$ cat config.mk
export PLATFORM = sky130hd
export DESIGN_NAME = egr_wadj_drop_ctrl
export DESIGN_NICKNAME = d
export VERILOG_FILES = /design/src/rtl/egr_wadj_drop_ctrl.sv
export SDC_FILE = /design/constraint.sdc
export NUM_CORES = 1
export LEC_CHECK = 0
export CAP_MARGIN = 20
export CORE_AREA = 10 10 429 431
export CTS_CLUSTER_SIZE = 16
export DETAILED_ROUTE_END_ITERATION = 10
export DIE_AREA = 0 0 439 441
export HOLD_SLACK_MARGIN = 0.03
export PLACE_DENSITY = 0.3
export SYNTH_ARGS = -nofsm -noshare
export SYNTH_HDL_FRONTEND = slang
export SYNTH_SLANG_ARGS = --single-unit
export TNS_END_PERCENT = 10
$ cat constraint.sdc
create_clock -name clk -period 3.35 [get_ports clk]
set_input_delay 0.8375 -clock clk [delete_from_list [all_inputs] [get_ports clk]]
set_output_delay 0.8375 -clock clk [all_outputs]
set_load 0.005 [all_outputs]
$ cat src/rtl/egr_wadj_drop_ctrl.sv
// Egress width-adjust admission stage: drops whole packets at SOP when the downstream
// FIFO fill reaches the CSR threshold, forwards passed beats through one output register.
module egr_wadj_drop_ctrl #(
    parameter int DATA_WIDTH  = 512,
    parameter int EMPTY_WIDTH = 6,
    parameter int FILL_WIDTH  = 16
) (
    input  logic                   clk,
    input  logic                   rst_n,
    input  logic                   cfg_drop_en,
    input  logic [15:0]            cfg_drop_threshold,
    input  logic [FILL_WIDTH-1:0]  fifo_fill_level,
    input  logic                   i_valid,
    output logic                   i_ready,
    input  logic [DATA_WIDTH-1:0]  i_data,
    input  logic                   i_sop,
    input  logic                   i_eop,
    input  logic [EMPTY_WIDTH-1:0] i_empty,
    output logic                   o_valid,
    input  logic                   o_ready,
    output logic [DATA_WIDTH-1:0]  o_data,
    output logic                   o_sop,
    output logic                   o_eop,
    output logic [EMPTY_WIDTH-1:0] o_empty,
    output logic [31:0]            stat_drop_pkt_cnt,
    output logic                   stat_drop_pulse,
    output logic                   stat_proto_err
);

    typedef enum logic [1:0] {ST_IDLE, ST_PASS, ST_DROP} state_t;

    // A wider fill level would be silently truncated by the zero-extending cast below.
    if (FILL_WIDTH > 16) begin : g_fill_width_chk
        $error("egr_wadj_drop_ctrl: FILL_WIDTH must be <= 16");
    end

    state_t                   r_state;
    logic                     r_valid;
    logic [DATA_WIDTH-1:0]    r_data;
    logic                     r_sop;
    logic                     r_eop;
    logic [EMPTY_WIDTH-1:0]   r_empty;
    logic [31:0]              r_drop_cnt;
    logic                     r_drop_pulse;
    logic                     r_proto_err;

    logic [15:0] w_fill_ext;
    logic        w_accept;
    logic        w_drop_hit;
    logic        w_drop_new;
    logic        w_pass_beat;
    logic        w_proto_err;

    // The drop sink never stalls; otherwise accept only when the output slot frees up.
    assign i_ready     = rst_n & ((r_state == ST_DROP) | ~r_valid | o_ready);
    assign w_accept    = i_valid & i_ready;
    assign w_fill_ext  = 16'(fifo_fill_level);
    assign w_drop_hit  = cfg_drop_en & (w_fill_ext >= cfg_drop_threshold);
    assign w_drop_new  = w_accept & i_sop & w_drop_hit;
    assign w_pass_beat = w_accept & (i_sop ? ~w_drop_hit : (r_state == ST_PASS));
    assign w_proto_err = w_accept & ((i_sop & (r_state != ST_IDLE)) |
                                     (~i_sop & (r_state == ST_IDLE)));

    // NOTE: every register here is updated with <= so all reads see pre-edge values.
    always_ff @(posedge clk) begin
        if (!rst_n) begin
            r_state      <= ST_IDLE;
            r_valid      <= 1'b0;
            // NOTE: the data path is reset too, so o_data reads zero after reset.
            r_data       <= '0;
            r_sop        <= 1'b0;
            r_eop        <= 1'b0;
            r_empty      <= '0;
            r_drop_cnt   <= '0;
            r_drop_pulse <= 1'b0;
            r_proto_err  <= 1'b0;
        end else begin
            r_drop_pulse <= w_drop_new;
            r_proto_err  <= w_proto_err;

            if (w_drop_new && (r_drop_cnt != 32'hFFFF_FFFF)) begin
                r_drop_cnt <= r_drop_cnt + 32'd1;
            end

            if (w_pass_beat) begin
                r_valid <= 1'b1;
                r_data  <= i_data;
                r_sop   <= i_sop;
                r_eop   <= i_eop;
                r_empty <= i_empty;
            end else if (o_ready) begin
                r_valid <= 1'b0;
            end

            // Any accepted SOP re-decides, even mid-packet after a missing EOP.
            if (w_accept) begin
                if (i_sop) begin
                    if (i_eop) begin
                        r_state <= ST_IDLE;
                    end else begin
                        r_state <= w_drop_hit ? ST_DROP : ST_PASS;
                    end
                end else if (i_eop && (r_state != ST_IDLE)) begin
                    r_state <= ST_IDLE;
                end
            end
        end
    end

    assign o_valid           = r_valid;
    assign o_data            = r_data;
    assign o_sop             = r_sop;
    assign o_eop             = r_eop;
    assign o_empty           = r_empty;
    assign stat_drop_pkt_cnt = r_drop_cnt;
    assign stat_drop_pulse   = r_drop_pulse;
    assign stat_proto_err    = r_proto_err;

endmodule

==> reports/metrics.cfg <==
[timing]
hold_viol_final=0
grt_setup_unrepaired=false
worstMarginPinSlew_ps=961.8
slew_violations=0
period_needed_ps=3249
period_share=0.9700
report.final.setup_viol=0
clock_skew_ps=17.02
post-route-worst-setup-slack_ps=100.6
maxSlewHeadroom=0.3588
worst_hold_margin_ps=442.9
max_clock_freq_mhz=307.7

[setup_path]
worst_setup_path_startpoint=cfg_drop_threshold[15]
crit_family=buffers and inverters
cp-end-kind=register
worstPathArrival_ps=3820
critical-path-max-stage-delay_ps=510
timing.rr.start=stat_drop_pkt_cnt[17]
reg2reg_setup_slack_ps=730
required_time_reported_for_the_critical_path_endpoint_ps=3920
path_class=primary input to register
cp_max_fo=21
cp.buffers_inverters=7
crit_top_cell=buf_12
critPathSlowestCell=or4b_1
crit_path_cell_trace=clkdlybuf4s50_1, inv_1, ha_1, nand4_1, nor3_2, or4b_1, nand3_1, a311oi_4, buf_12, buf_4, buf_12, buf_12, buf_4, nand2_1, o21ai_0
startpoint_type=primary input

[pwr]
cell_internal_pwr_mw=13.52
vdd.ir_drop.worst_uv=360.6
p_switching_mw=4.686
p_leak_nw=12.97
cellPowerDensity_mw_per_mm2=488.1
share_clk_of_total_power=0.471
power.share.sequential=0.395
comb_power_share=0.133
switching_share_of_power=0.2574

[synth]
synth_fp_nets=3098
syn-instance-count=2524
async_flop_share=0
synth-edff-count=0
mappedNetlistArea_mm2=0.02028
ys_seq_elements=557
dominantRegCellSynth=dfxtp_1
ys.warnings.count=0
syn_area_per_cell_um2=8.037
seq_area_frac_synth=0.5497
synth_cell_type_count=49

[route]
top_signal_layer_used=met5
drtAntennaViolNets=0
drc=0
avgViaCountPerCell=3.408
drt_first_pass_iters=5
wl_met1_um=48680
routed_wirelength_um=128400
routed_wire_length_per_instance_um=21.14
drt_iter0_drc=920
route.met3.wl_um=9771
number_of_vias_after_detailed_routing=20700
wl_met2_um=66300

[die]
initial_core_util=0.1157
chipHeight_um=441
floorplan.io_pins=1113
x_dimension_of_the_die_um=439
die_area_mm2=0.1936
core_area_mm2=0.1753
core.rowCount=154

[placed_design]
routabilityCongestion=0.8007
placement_setup_slack_ps=-882.7
detailed_place_hpwl_um=103300
port-buffer-count=1112

[global_routing]
grt_usage=0.1248
grt_first_pass_wirelength_um=171200
grt_start_max_net_pins=163
grt-ovfl-total=0
vias_in_the_first_global_route=20740
number_of_antenna_violations_at_the_first_check_in_global_routing=28

[final_layout]
layout-drive-gt1-share=0.07034
syn_to_final_growth_pct=83.86
finish.net_count=4239

[clock_tree]
cts.sink_count=557
postCtsHoldBufs=0
cts_buffers=80
ctsRootBufferMaster=clkbuf_16
clock_tree_from_tritoncts=yes
htree_levels=3
clk_pin_slew_ps=60
ctsLongestPathBuffers=3
insertion_delay_ps=690

[min_path]
timing.hold.worst.class=register to register
worst_hold_start=o_data[332]

[flow_run]
max_cap_violation_count=0

[outcome]
run_status=finished clean

cells in the final DEF (no fill, tap or decap), drive strengths merged, types with 9 or more instances in the layout:
cell and instances:
diode 9, nor2 14, clkbuf 114, nand3 13
nand2 1062, clkdlybuf4s50 1111, and2 13, buf 128
ha 17, nand2b 11, nand4 22, clkinv 17
xnor2 12, inv 27, dfxtp 557, a21boi 10
o21ai 532
registers in the layout, summed over array words and instances, names as in the netlist:
name	count
o_valid	1
o_eop	1
stat_drop_pkt_cnt	32
stat_proto_err	1
stat_drop_pulse	1
o_sop	1
o_empty	6
r_state	2
o_data	512
final cells by class:
class	count	area, µm²
diodes	9	22.52
clock buffers	114	2301
clock inverters	28	295.3
fillers	19470	138000
inverters	21	78.83
multi-input cells	1766	7954
flip-flops and latches	557	11150
well taps	2340	2928
repair buffers	1239	12560
layer usage:
layer  global-route usage  vias up
met4              0.04831       14
met5                    0        -
met3              0.04554      169
met1               0.1337     9389
li1                     -    10510
met2               0.2223      624
final timing paths:
check | endpoint | cells after the start
max reg2reg | stat_drop_pkt_cnt[2] | 9
min | o_data[332] | 2
min reg2reg | o_data[332] | 2
max | o_data[477] | 15
power groups by stage:
stage                     Sequential [mW]  Combinational, mW  Clock, mW
after floorplan                      7.33              0.570          0
after global placement               7.34               2.50          0
after detailed placement             7.34               2.48          0
after CTS                            7.20               2.50       9.03
after global routing                 7.24               2.63       9.24
final                                7.20               2.43       8.58
worst min-delay path, cell delays in order, from the launching register on:
cell     delay, ps
dfxtp_1        300
nand2_1         50
o21ai_1         50
synthesized netlist by cell type, drive strengths merged (3+ instances only):
library cell	instances	area [µm²]
a21oi	6	30.03
o211ai	3	22.52
nor2	14	52.55
xnor2	12	105.1
nor4	3	18.77
nor3	3	15.01
a21boi	10	75.07
a21o	3	22.52
and4	3	26.28
buf	63	676.9
o31ai	3	22.52
o21ai	532	2663
and2	13	81.33
clkbuf	117	440.4
and3	4	25.02
inv	21	78.83
nand2	1062	3989
mux2i	5	50.05
nand4	22	150.1
nand2b	11	68.82
nand3	13	70.07
or3	6	37.54
dfxtp	557	11150
ha	17	212.7
through the flow:
stage	util	power, mW	setup TNS, ps	cells	cell area, µm²
after floorplan	-	7.901	0	2524	20280
after global routing	0.2127	19.11	0	6072	37290
after detailed placement	0.1975	9.819	-420190	5920	34640
final	0.2127	18.21	0	6074	37290
after CTS	0.2125	18.73	0	6064	37260
after global placement	0.1975	9.837	-421280	5920	34640
kinds of logic after synthesis:
kind of cell,share of synthesized area
compound gates,0.1466
buf+inv,0.05897
fa+ha+maj,0.01049
simple gates,0.2261
flops,0.5497
xor+xnor,0.005613
mux,0.002467
what timing repair did:
action / 4_1_cts / 5_1_grt
resized for setup: 0 / 1
pin swaps: 1 / 1
setup buffers: 2 / 1
setup endpoints to repair: 315 / 43
No activity file was read; power rests on OpenSTA's default activity.
